**src/rtl/mem_arbiter.sv**
```systemverilog
`default_nettype none
// ============================================================================
// Module   : mem_arbiter
// Purpose  : Two-port arbiter sharing one single-port memory between the CPU
//            core and a debug/loader host. Grants are combinational and use
//            round-robin on ties. The host can take exclusive ownership by
//            holding host_lock. Read data returns one cycle after a read
//            grant and is steered to the requester that issued the read.
// Revision : 1.0 - initial release
// ----------------------------------------------------------------------------
// Ports
//   clock, reset_n        rising-edge clock, asynchronous active-low reset
//   cpu_req/we/addr/wdata CPU access request (held stable until granted)
//   cpu_gnt               CPU access issued to memory this cycle
//   cpu_rvalid/rdata      CPU read data return
//   cpu_stall             CPU request pending without a grant
//   host_req/we/addr/wdata host access request (held stable until granted)
//   host_lock             host requests exclusive ownership of memory
//   host_gnt              host access issued to memory this cycle
//   host_rvalid/rdata     host read data return
//   mem_en/we/addr/wdata  memory strobe, write enable, address, write data
//   mem_rdata             memory read data, one cycle after a read strobe
//   locked                arbiter is in the host-exclusive state
// ============================================================================
module mem_arbiter #(
   parameter int AW = 8,
   parameter int DW = 16
) (
   input  logic          clock,
   input  logic          reset_n,
   // CPU port
   input  logic          cpu_req,
   input  logic          cpu_we,
   input  logic [AW-1:0] cpu_addr,
   input  logic [DW-1:0] cpu_wdata,
   output logic          cpu_gnt,
   output logic          cpu_rvalid,
   output logic [DW-1:0] cpu_rdata,
   output logic          cpu_stall,
   // Host port
   input  logic          host_req,
   input  logic          host_we,
   input  logic [AW-1:0] host_addr,
   input  logic [DW-1:0] host_wdata,
   input  logic          host_lock,
   output logic          host_gnt,
   output logic          host_rvalid,
   output logic [DW-1:0] host_rdata,
   // Memory port
   output logic          mem_en,
   output logic          mem_we,
   output logic [AW-1:0] mem_addr,
   output logic [DW-1:0] mem_wdata,
   input  logic [DW-1:0] mem_rdata,
   // Status
   output logic          locked
);

   typedef enum logic [0:0] {
      ST_ARB    = 1'b0,
      ST_LOCKED = 1'b1
   } state_t;

   // Encoding for last_win and rd_owner
   localparam logic WIN_CPU  = 1'b0;
   localparam logic WIN_HOST = 1'b1;

   state_t state_q, state_d;
   logic   last_win_q, last_win_d;
   logic   rd_valid_q, rd_valid_d;
   logic   rd_owner_q, rd_owner_d;

   logic   cpu_gnt_c;
   logic   host_gnt_c;

   // ------------------------------------------------------------------------
   // Grant decision. Gated by reset_n so every output is low while reset is
   // asserted, even though grants are purely combinational.
   // ------------------------------------------------------------------------
   always_comb begin
      cpu_gnt_c  = 1'b0;
      host_gnt_c = 1'b0;
      if (reset_n) begin
         if (state_q == ST_LOCKED) begin
            host_gnt_c = host_req;
         end else if (cpu_req && host_req) begin
            // Tie: the side that did not win most recently goes first
            if (last_win_q == WIN_HOST) begin
               cpu_gnt_c = 1'b1;
            end else begin
               host_gnt_c = 1'b1;
            end
         end else begin
            cpu_gnt_c  = cpu_req;
            host_gnt_c = host_req;
         end
      end
   end

   // ------------------------------------------------------------------------
   // Next-state logic
   // ------------------------------------------------------------------------
   always_comb begin
      state_d    = state_q;
      last_win_d = last_win_q;

      if (cpu_gnt_c) begin
         last_win_d = WIN_CPU;
      end else if (host_gnt_c) begin
         last_win_d = WIN_HOST;
      end

      case (state_q)
         ST_ARB: begin
            // Lock takes effect at this edge even if the CPU was granted now
            if (host_lock) begin
               state_d = ST_LOCKED;
            end
         end
         ST_LOCKED: begin
            if (!host_lock) begin
               state_d    = ST_ARB;
               // Favour the CPU, which has been starved during the lock
               last_win_d = WIN_HOST;
            end
         end
         default: begin
            state_d = ST_ARB;
         end
      endcase

      rd_valid_d = (cpu_gnt_c && !cpu_we) || (host_gnt_c && !host_we);
      rd_owner_d = host_gnt_c ? WIN_HOST : WIN_CPU;
   end

   always_ff @(posedge clock or negedge reset_n) begin
      if (!reset_n) begin
         state_q    <= ST_ARB;
         last_win_q <= WIN_HOST;
         rd_valid_q <= 1'b0;
         rd_owner_q <= WIN_CPU;
      end else begin
         state_q    <= state_d;
         last_win_q <= last_win_d;
         rd_valid_q <= rd_valid_d;
         rd_owner_q <= rd_owner_d;
      end
   end

   // ------------------------------------------------------------------------
   // Memory request mux: all fields are zero when nobody is granted
   // ------------------------------------------------------------------------
   always_comb begin
      mem_en    = 1'b0;
      mem_we    = 1'b0;
      mem_addr  = '0;
      mem_wdata = '0;
      if (cpu_gnt_c) begin
         mem_en    = 1'b1;
         mem_we    = cpu_we;
         mem_addr  = cpu_addr;
         mem_wdata = cpu_wdata;
      end else if (host_gnt_c) begin
         mem_en    = 1'b1;
         mem_we    = host_we;
         mem_addr  = host_addr;
         mem_wdata = host_wdata;
      end
   end

   // ------------------------------------------------------------------------
   // Outputs
   // ------------------------------------------------------------------------
   assign cpu_gnt     = cpu_gnt_c;
   assign host_gnt    = host_gnt_c;
   assign cpu_stall   = reset_n && cpu_req && !cpu_gnt_c;
   assign cpu_rvalid  = rd_valid_q && (rd_owner_q == WIN_CPU);
   assign host_rvalid = rd_valid_q && (rd_owner_q == WIN_HOST);
   assign cpu_rdata   = cpu_rvalid  ? mem_rdata : '0;
   assign host_rdata  = host_rvalid ? mem_rdata : '0;
   assign locked      = (state_q == ST_LOCKED);

endmodule
`default_nettype wire
```
**config.mk**
```make
export PLATFORM = sky130hd
export DESIGN_NAME = mem_arbiter
export DESIGN_NICKNAME = d
export VERILOG_FILES = /design/src/rtl/mem_arbiter.sv
export SDC_FILE = /design/constraint.sdc
export NUM_CORES = 1
export LEC_CHECK = 0
export ABC_AREA = 1
export CAP_MARGIN = 20
export CORE_MARGIN = 5
export CORE_UTILIZATION = 26
export DETAILED_ROUTE_END_ITERATION = 16
export GPL_TIMING_DRIVEN = 0
export MAX_ROUTING_LAYER = met4
export PLACE_DENSITY = 0.88
export SYNTH_ARGS = -nofsm -noshare
export SYNTH_HDL_FRONTEND = slang
export SYNTH_SLANG_ARGS = --single-unit
```
**constraint.sdc**
```tcl
create_clock -name clock -period 1.75 [get_ports clock]
set_input_delay 0.2625 -clock clock [delete_from_list [all_inputs] [get_ports clock]]
set_output_delay 0.2625 -clock clock [all_outputs]
set_load 0.1 [all_outputs]
```
==> results of run 1 <==
-- cell families after synthesis --
kind of cell	count (synthesis)
simple gates	124
buf+inv	40
flops	4
-- stage by stage --
| stage | setup WS (ps) | cells | TNS, ps | instance area, um^2 | utilization, % |
|---|---|---|---|---|---|
| detailed placement | -1390 | 348 | -58250 | 2620 | 76.7 |
| CTS | -18.6 | 366 | -137 | 3150 | 92.2 |
| global placement | -1360 | 348 | -57050 | 2620 | 76.7 |
| floorplan | -525 | 168 | -1510 | 1220 | - |
-- Yosys cell counts (all sizes together) --
cell type  number
nand2          35
nor2           33
nand3          27
nand4          26
inv            25
buf            14
dfrtp           3
or2             2
clkinv          1
dfstp           1
nand3b          1
-- repair_timing --
action	4_1_cts
endpoints found under the hold margin	3
cloned	5
hold buffers	1
gates resized for setup	499
setup endpoints to repair	64
buffers inserted	8
pin swaps	21
==> flow_summary.toml, run 1 <==
[clocking]
clock_sinks = 4
ctsRootBufferMaster = "clkbuf_4"
clock_path_buffers = 2
numCtsBuffers = 3
h-tree-depth = 1

[yosys]
synthMuxAreaShare_pct = 0
synth_compound_area_share_pct = 0
synth_top_family_by_area = "simple AND/OR/NAND/NOR gates"
ys_types = 18
synth_fa_ha_area_share_pct = 0
synth_xor_area_share_pct = 0
yosysTopAreaCell = "nand4_1"
ys_warn_count = 0
netlist_area_um2 = 933
ys_ff_latch = 4
syn_inst = 168
synth_area_leaders = "nand4_1 17%, nand3_1 14%, nand2_1 14%, nor2_4 11%, inv_1 9.7%"
synth.avg_cell_area_um2 = 5.56
yosys.area_share.simple_pct = 69.4
synth_nets = 239
ys_seq_area_share_pct = 10.9
synth_top_area_share_pct = 17.4

[floorplan]
rows = 21
die_h_um = 69.9
ios = 135
start_util_pct = 27.3
dieWidth_um = 69.9

[place]
dpl.hpwl_um = 4100
routabilityCongestion = 0.770
port_buffers = 134

[sta]
postGrtWorstEndpoint = "mem_addr[6]"
worst-ep-kind = "output port"

[global_routing]
antenna_found_initial = 0
grt_max_degree = 11

[run_status]
lastStage = "global routing (5_1_grt)"
status = "stopped before the end"
toolErrorMsg = "[ERROR DPL-0033] detailed placement checks failed during check placement."
==> inputs of run 2 (changes only) <==
- CORE_UTILIZATION: 26 -> 20
- MAX_ROUTING_LAYER: met4 -> unset
- PLACE_DENSITY: 0.88 -> unset
- PLACE_DENSITY_LB_ADDON: unset -> 0.15
==> run 2 against run 1 <==
Net effect: the flow now finishes, with violations (setup timing); synthesized cell count did not move; area after synthesis stayed put.
==> flow_summary.toml, run 2 <==
[run_status]
status = "finished with violations"
violations = "setup timing"

[power]
internal_power_uw = 686
p_seq_share_pct = 7.4
vdd_drop_max_mv = 0.387
pwr-share-clk_pct = 14.8
p_per_area_nw_per_um2 = 458
p_sw_share_pct = 52.7
p_sw_uw = 763
combPwrFrac_pct = 77.8
leakagePower_nw = 1.42

[detailed_routing]
drt_iter0_drc = 64
wl_met2_um = 2740
dr_wl_met3_um = 644
top_layer = "met4"
avgViaCountPerCell = 4.79
wl_met1_um = 2230
routed_wl_um = 5720
firstDrtPassIters = 4
drcViolationCount = 0
vias = 1767
wl_per_cell_um = 15.5
antenna_left = 0

[finish]
layout_commonest_cell = "clkdlybuf4s50_1"
nNetsFinal = 389
fillers = 349
utilization_pct = 71.2
multi_input_area_um2 = 1000
diodes = 0
regArea_um2 = 105
drive_gt1_share_pct = 54.6
areaGrowthSynthToFinish_pct = 239
final_cell_mix = "67 x clkdlybuf4s50_1, 26 x nand4_1, 24 x buf_4, 24 x buf_12"

[sta]
period_needed_ps = 1800
final_hold_viol_count = 0
final-setup-viol-count = 18
fin_hold_ws_ps = 128
slew_headroom_pct = 63.9
setup_ws_ps = -52.7
timing.fmax_mhz = 555
clock_skew_ps = 5.09
rsz0062_at_grt = "yes"
tightestPinTransition_ps = 544
finalCritPeriodShare_pct = 103
drv_slew = 0

[clocking]
worstSkewPairLatency_ps = 230
clock_sinks = 4
clock_path_buffers = 2
clk_pin_slew_ps = 30
cts_tree = "done"
h-tree-depth = 1
ctsRootBufferMaster = "clkbuf_8"
numCtsBuffers = 3

[yosys]
netlist_area_um2 = 933
synth_area_leaders = "nand4_1 17%, nand3_1 14%, nand2_1 14%, nor2_4 11%, inv_1 9.7%"
yosysTopAreaCell = "nand4_1"
ys_seq_area_share_pct = 10.9
synth.avg_cell_area_um2 = 5.56
synth_edf_count = 0
ys.flop_type = "dfrtp_1"
synth_top_area_share_pct = 17.4
ys_ff_latch = 4
ys_warn_count = 0
ys_types = 18
synth_commonest_cells = "34 x nand2_1, 26 x nand3_1, 26 x nand4_1"
synthArstFlopShare_pct = 100
synth_nets = 239
syn_inst = 168
synth_most_common_cell = "nand2_1"

[critical_path]
cp_cell_sequence = "inv_4, nand2_4, buf_12, buf_8, nand4_1, nand2_4, buf_12"
rr_worst_depth = 4
startpoint_type = "flop"
critPathCapture = "mem_addr[2]"
worst-path-buf-inv = 4
worst-path-stages = 7
slowest_delay_ps = 550
crit_start = "last_win_q"
rrSetupSlack_ps = 620
reg2reg_from = "last_win_q"
worstSetupPathType = "reg2out"
worstPathRequired_ps = 1490
worst_r2r_endpoint = "rd_owner_q"
crit_slowest_cell = "dfstp_2"
cp_top_family = "flip-flops"
crit_path_end_kind = "primary output"
cp.arrival_ps = 1540
crit_fanout = 5

[floorplan]
die_h_um = 78.3
ios = 135
start_util_pct = 21.0
core_area_um2 = 4440
dieWidth_um = 78.3
dieArea_um2 = 6130
rows = 24

[global_routing]
grt_pass1_vias = 1689
grt_max_degree = 11
grt_overflow = 0
antenna_found_initial = 0
grt_usage_pct = 17.0
grt_pass1_wl_um = 8560

[worst_hold_path]
worstHoldPathType = "in2async"

[place]
port_buffers = 134
routabilityCongestion = 0.733
dpl.hpwl_um = 4110

[flow_run]
cap_viol_max_count = 0
[run 2: cell counts after synthesis]
No cell type changed its count.
[run 2: worst min-delay path by stage]
stage | startpoint | end | cells after the start
2_1_floorplan | reset_n | rd_owner_q | 0
3_3_place_gp | reset_n | locked | 1
3_5_place_dp | reset_n | locked | 1
4_1_cts | reset_n | last_win_q | 1
5_1_grt | reset_n | last_win_q | 1
6_report | reset_n | last_win_q | 1
[run 2: through the flow]
| stage | TNS, ps | cell area (um^2) | cells | setup slack [ps] | power, mW |
|---|---|---|---|---|---|
| after floorplan | -1510 | 1220 | 168 | -525 | 0.755 |
| after global placement | -59020 | 2630 | 354 | -1420 | 1.05 |
| after detailed placement | -60550 | 2630 | 354 | -1450 | 1.06 |
| after CTS | -539 | 3100 | 367 | -62.2 | 1.42 |
| after global routing | -1590 | 3160 | 369 | -115 | 1.50 |
| final | -666 | 3160 | 369 | -52.7 | 1.45 |
[run 2: cell type report]
type	instances	share of cell area (%)
Sequential cell	4	3.32
Multi-Input combinational cell	126	31.7
Buffer	13	4.91
Inverter	26	3.60
Timing Repair Buffer	143	52.8
Tap cell	52	2.06
Clock buffer	4	1.42
Timing Repair inverter	1	0.158
[run 2: repair_timing]
| item | 4_1_cts | 5_1_grt |
|---|---|---|
| setup endpoints to repair | 64 | 43 |
| endpoints found under the hold margin | 3 | 0 |
| pin swaps | 11 | 9 |
| gates cloned | 6 | 0 |
| hold buffers | 1 | 0 |
| resized for setup | 483 | 35 |
| setup buffers | 2 | 3 |
[run 2: power groups by stage]
stage	logic (mW)	clock network [mW]	registers (mW)
floorplan	0.641	0	0.114
CTS	1.10	0.213	0.105
detailed placement	0.954	0	0.105
global route	1.17	0.228	0.107
finish	1.13	0.214	0.107
global placement	0.949	0	0.105
[run 2: logic make-up after synthesis]
| family | count (synthesis) | share of synthesized area, % |
|---|---|---|
| buffers and inverters | 40 | 19.7 |
| and+or+nand+nor | 124 | 69.4 |
| DFF | 4 | 10.9 |
[run 2: metal layers]
metal	GRT usage, %	vias up
met3	4.46	9
met1	20.0	802
li1	-	847
met5	0	-
met2	30.1	109
met4	5.07	0
[run 2: worst register-to-register path, cell delays in order (launching register included)]
cell	delay, ps
dfstp_2	550
buf_4	140
nand3_2	140
nand2_1	120
inv_1	70
(Power assumes the default switching activity.)
==> inputs of run 3 (changes only) <==
- clock period: 1.75 -> 1.7 ns (I/O delays scaled with it)
==> run 3 against run 2 <==
Net effect: the flow still finishes with violations (setup timing); non-clock buffer count increased by 6; sequential share of layout area decreased by 0.13 points; combinational power increased by 6%; global-route usage increased by 0.92 points; via count decreased by 1.7%; core utilization increased by 2.8 points; clock power increased by 3%; count of clock-buffer cells in the layout unchanged; total power increased by 5.3%; register-to-register slack got worse by 50 ps; clock skew increased by 1.5 ps; worst setup slack got worse by 29 ps.
==> flow_summary.toml, run 3 (synthesis gave the netlist of run 2 again) <==
[finish]
final_cell_mix = "67 x clkdlybuf4s50_1, 38 x buf_12, 30 x buf_4"
diodes = 0
areaGrowthSynthToFinish_pct = 252
nNetsFinal = 395
layout_commonest_cell = "clkdlybuf4s50_1"
drive_gt1_share_pct = 54.5
fillers = 326

[sta]
drv_slew = 0
clock_skew_ps = 6.62
setup_ws_ps = -82.0
timing.fmax_mhz = 561
slew_headroom_pct = 63.8
tightestPinTransition_ps = 546
final-setup-viol-count = 32
finalCritPeriodShare_pct = 105
rsz0062_at_grt = "yes"
period_needed_ps = 1780
final_hold_viol_count = 0

[detailed_routing]
firstDrtPassIters = 4
vias = 1737
antenna_left = 0
drcViolationCount = 0
avgViaCountPerCell = 4.63
drt_iter0_drc = 46
wl_per_cell_um = 15.6
routed_wl_um = 5840

[critical_path]
crit_fanout = 7
worstPathRequired_ps = 1440
worstSetupPathType = "reg2out"
cp.arrival_ps = 1530
startpoint_type = "flop"
crit_path_end_kind = "primary output"

[place]
routabilityCongestion = 0.742
port_buffers = 134
dpl.hpwl_um = 4130
pre_cts_ws_ps = -1460

[global_routing]
grt_pass1_vias = 1738
grt_max_degree = 11
antenna_found_initial = 0
grt_overflow = 0
grt_pass1_wl_um = 8790
grt_usage_pct = 17.9

[power]
combPwrFrac_pct = 78.3
power_mw = 1.53
internal_power_uw = 733
p_seq_share_pct = 7.3
p_per_area_nw_per_um2 = 464
vdd_drop_max_mv = 0.256
pwr-share-clk_pct = 14.4
p_sw_share_pct = 52.0
p_sw_uw = 794
leakagePower_nw = 1.45

[floorplan]
dieArea_um2 = 6130
core_area_um2 = 4440
dieWidth_um = 78.3
start_util_pct = 21.0
rows = 24
die_h_um = 78.3
ios = 135

[flow_run]
cap_viol_max_count = 0

[clocking]
clock_sinks = 4
ctsRootBufferMaster = "clkbuf_8"
clock_path_buffers = 2
clk_pin_slew_ps = 30
numCtsBuffers = 3
worstSkewPairLatency_ps = 230
h-tree-depth = 1
cts_tree = "done"

[run_status]
status = "finished with violations"
violations = "setup timing"

[worst_hold_path]
worstHoldPathType = "in2async"
-- run 3: cell type report --
type	instances	area (um^2)	area share [%]
Timing Repair Buffer	148	1770	54.0
Tap cell	52	65.1	1.98
Timing Repair inverter	2	12.5	0.381
Buffer	14	164	4.98
Inverter	26	121	3.69
Clock buffer	4	45.0	1.37
Multi-Input combinational cell	125	1000	30.4
Sequential cell	4	105	3.20
-- run 3: critical path, cell delays in order, from the launching register on --
cell	delay, ps
dfstp_2	570
inv_4	60
nand2_8	100
buf_4	120
nand3_4	90
clkinvlp_4	140
nor2_4	60
buf_12	160
-- run 3: layer usage --
metal / part of all wire [%] / wire (um) / vias up / GRT usage, %
met5: 0 / 0 / - / 0
met4: 2.1 / 125 / 0 / 6.64
met3: 11 / 671 / 11 / 6.75
met2: 52 / 3040 / 90 / 32.9
met1: 34 / 2000 / 771 / 18.5
li1: - / - / 865 / -
-- run 3: repair_timing --
item	CTS	global route
endpoints found under the setup margin	64	49
gates cloned	5	2
pin swaps	3	4
setup buffers	3	6
endpoints found under the hold margin	3	0
hold buffers	1	0
resized for setup	501	34
-- run 3: stage by stage --
stage	TNS, ps	instance area, um^2	util, %	std cells	hold WS [ps]
finish	-1030	3290	74.0	375	116
global route	-2740	3290	74.0	375	114
CTS	-2120	3080	69.2	367	107
detailed placement	-62340	2670	60.1	354	496
global placement	-61870	2670	60.1	354	494
floorplan	-1340	1260	-	168	-40.6
-- run 3: power groups by stage --
stage          clock (mW)  combinational, mW  sequential, mW
6_report            0.220               1.20           0.111
4_1_cts             0.227               1.13           0.109
5_1_grt             0.230               1.24           0.112
2_1_floorplan           0              0.667           0.117
3_3_place_gp            0              0.986           0.108
3_5_place_dp            0              0.990           0.109
-- run 3: final timing paths --
path	endpoint	startpoint	slack, ps	cells after the start
setup / recovery	cpu_stall	last_win_q	-80	7
hold / removal	last_win_q	reset_n	120	1
setup reg to reg	last_win_q	last_win_q	570	6
hold reg to reg	last_win_q	last_win_q	640	4
max in group asynchronous	locked	reset_n	970	2
min in group clock	locked	host_lock	490	1
==> inputs of run 4 (changes only) <==
- ABC_CLOCK_PERIOD_IN_PS: unset -> 1700
- SKIP_CTS_REPAIR_TIMING: unset -> 1
==> run 4 against run 3 <==
Net effect: the run still ends with setup timing left; critical path depth unchanged; die area unchanged; flip-flop and latch count unchanged; worst setup slack worse by 97 ps; first-iteration DRC count up 50%; total power up 4.0%; worst hold slack worse by 56 ps; maximum frequency down 5.2%; clock power about the same; via count up 3.8%; sequential power about the same; largest power group unchanged.
==> flow_summary.toml, run 4 (synthesis gave the netlist of run 2 again) <==
[run_status]
status = "finished with violations"
violations = "setup timing"

[critical_path]
cp.arrival_ps = 1620
reg2reg_from = "last_win_q"
crit_fanout = 5
worstPathRequired_ps = 1440
crit_start = "last_win_q"
rr_worst_depth = 7
worstSetupPathType = "reg2out"
rrSetupSlack_ps = 380
crit_path_end_kind = "primary output"
startpoint_type = "flop"
worst_r2r_endpoint = "last_win_q"

[worst_hold_path]
worstHoldPathType = "in2async"

[detailed_routing]
avgViaCountPerCell = 4.70
wl_met1_um = 2240
dr_wl_met3_um = 641
firstDrtPassIters = 4
antenna_left = 0
drcViolationCount = 0
vias = 1803
top_layer = "met4"
wl_met2_um = 3390
drt_iter0_drc = 69
routed_wl_um = 6360
wl_per_cell_um = 16.6

[clocking]
ctsRootBufferMaster = "clkbuf_8"
worstSkewPairLatency_ps = 230
cts_tree = "done"
clk_pin_slew_ps = 30
clock_sinks = 4
numCtsBuffers = 3
clock_path_buffers = 2
h-tree-depth = 1

[global_routing]
grt_pass1_wl_um = 7710
grt_usage_pct = 15.6
grt_max_degree = 11
antenna_found_initial = 0
grt_overflow = 0
grt_pass1_vias = 1582

[finish]
areaGrowthSynthToFinish_pct = 275
fillers = 303
layout_commonest_cell = "clkdlybuf4s50_1"
utilization_pct = 78.8
drive_gt1_share_pct = 54.2
diodes = 0
regArea_um2 = 105
nNetsFinal = 404
final_cell_mix = "67 x clkdlybuf4s50_1, 42 x buf_12, 26 x nand4_1"
multi_input_area_um2 = 1020

[power]
p_per_area_nw_per_um2 = 453
leakagePower_nw = 1.54
vdd_drop_max_mv = 0.257

[place]
dpl.hpwl_um = 4130
port_buffers = 134
routabilityCongestion = 0.742

[floorplan]
ios = 135
dieWidth_um = 78.3
die_h_um = 78.3
dieArea_um2 = 6130
start_util_pct = 21.0
rows = 24
core_area_um2 = 4440

[sta]
setup_ws_ps = -179
final-setup-viol-count = 44
fin_hold_ws_ps = 60.2
drv_slew = 0
rsz0062_at_grt = "yes"
final_hold_viol_count = 0
timing.fmax_mhz = 532
slew_headroom_pct = 35.5
finalSetupTns_ps = -3610
clock_skew_ps = 4.73
finalCritPeriodShare_pct = 111
period_needed_ps = 1880
tightestPinTransition_ps = 965

[flow_run]
cap_viol_max_count = 0
[run 4: power breakdown]
group / total (mW) / switching (mW) / internal [mW]
Combinational: 1.25 / 0.749 / 0.504
Sequential: 0.112 / 0.00766 / 0.104
Clock: 0.223 / 0.0620 / 0.161
Total: 1.59 / 0.818 / 0.769
[run 4: layout make-up]
cell class              count  share of cell area [%]
plain buffers              14                    5.21
clock buffers               4                    1.29
inverters                  26                    3.50
multi-input cells         126                    29.2
flip-flops and latches      4                    3.00
well taps                  52                    1.86
repair buffers            157                    55.7
repair inverters            1                   0.214
[run 4: metrics by stage]
stage                     setup slack (ps)  power, mW  area (um^2)  instances
after global routing                  -226       1.64         3500        384
final                                 -179       1.59         3500        384
after floorplan                       -567      0.784         1260        168
after detailed placement             -1460       1.10         2670        354
after CTS                            -1460       1.33         2710        358
after global placement               -1440       1.09         2670        354
[run 4: worst max-delay path, cell delays in order (launching register included)]
cell and delay, ps:
dfstp_2 580, inv_4 80, nand2_4 110, buf_6 110, buf_6 100, nand4_1 140, nand2_4 100, buf_12 170
[run 4: worst max path at each step]
| stage | end | slack (ps) | depth (start not counted) |
|---|---|---|---|
| floorplan | cpu_stall | -570 | 5 |
| CTS | mem_wdata[2] | -1460 | 7 |
| global placement | mem_addr[0] | -1440 | 7 |
| detailed placement | mem_wdata[2] | -1460 | 7 |
| finish | mem_addr[0] | -180 | 7 |
| global route | mem_addr[0] | -230 | 7 |
[run 4: metal layers]
metal	track usage, %	vias to the layer above
li1	-	881
met1	17.3	817
met2	28.1	98
met3	5.72	7
met4	4.20	0
met5	0	-
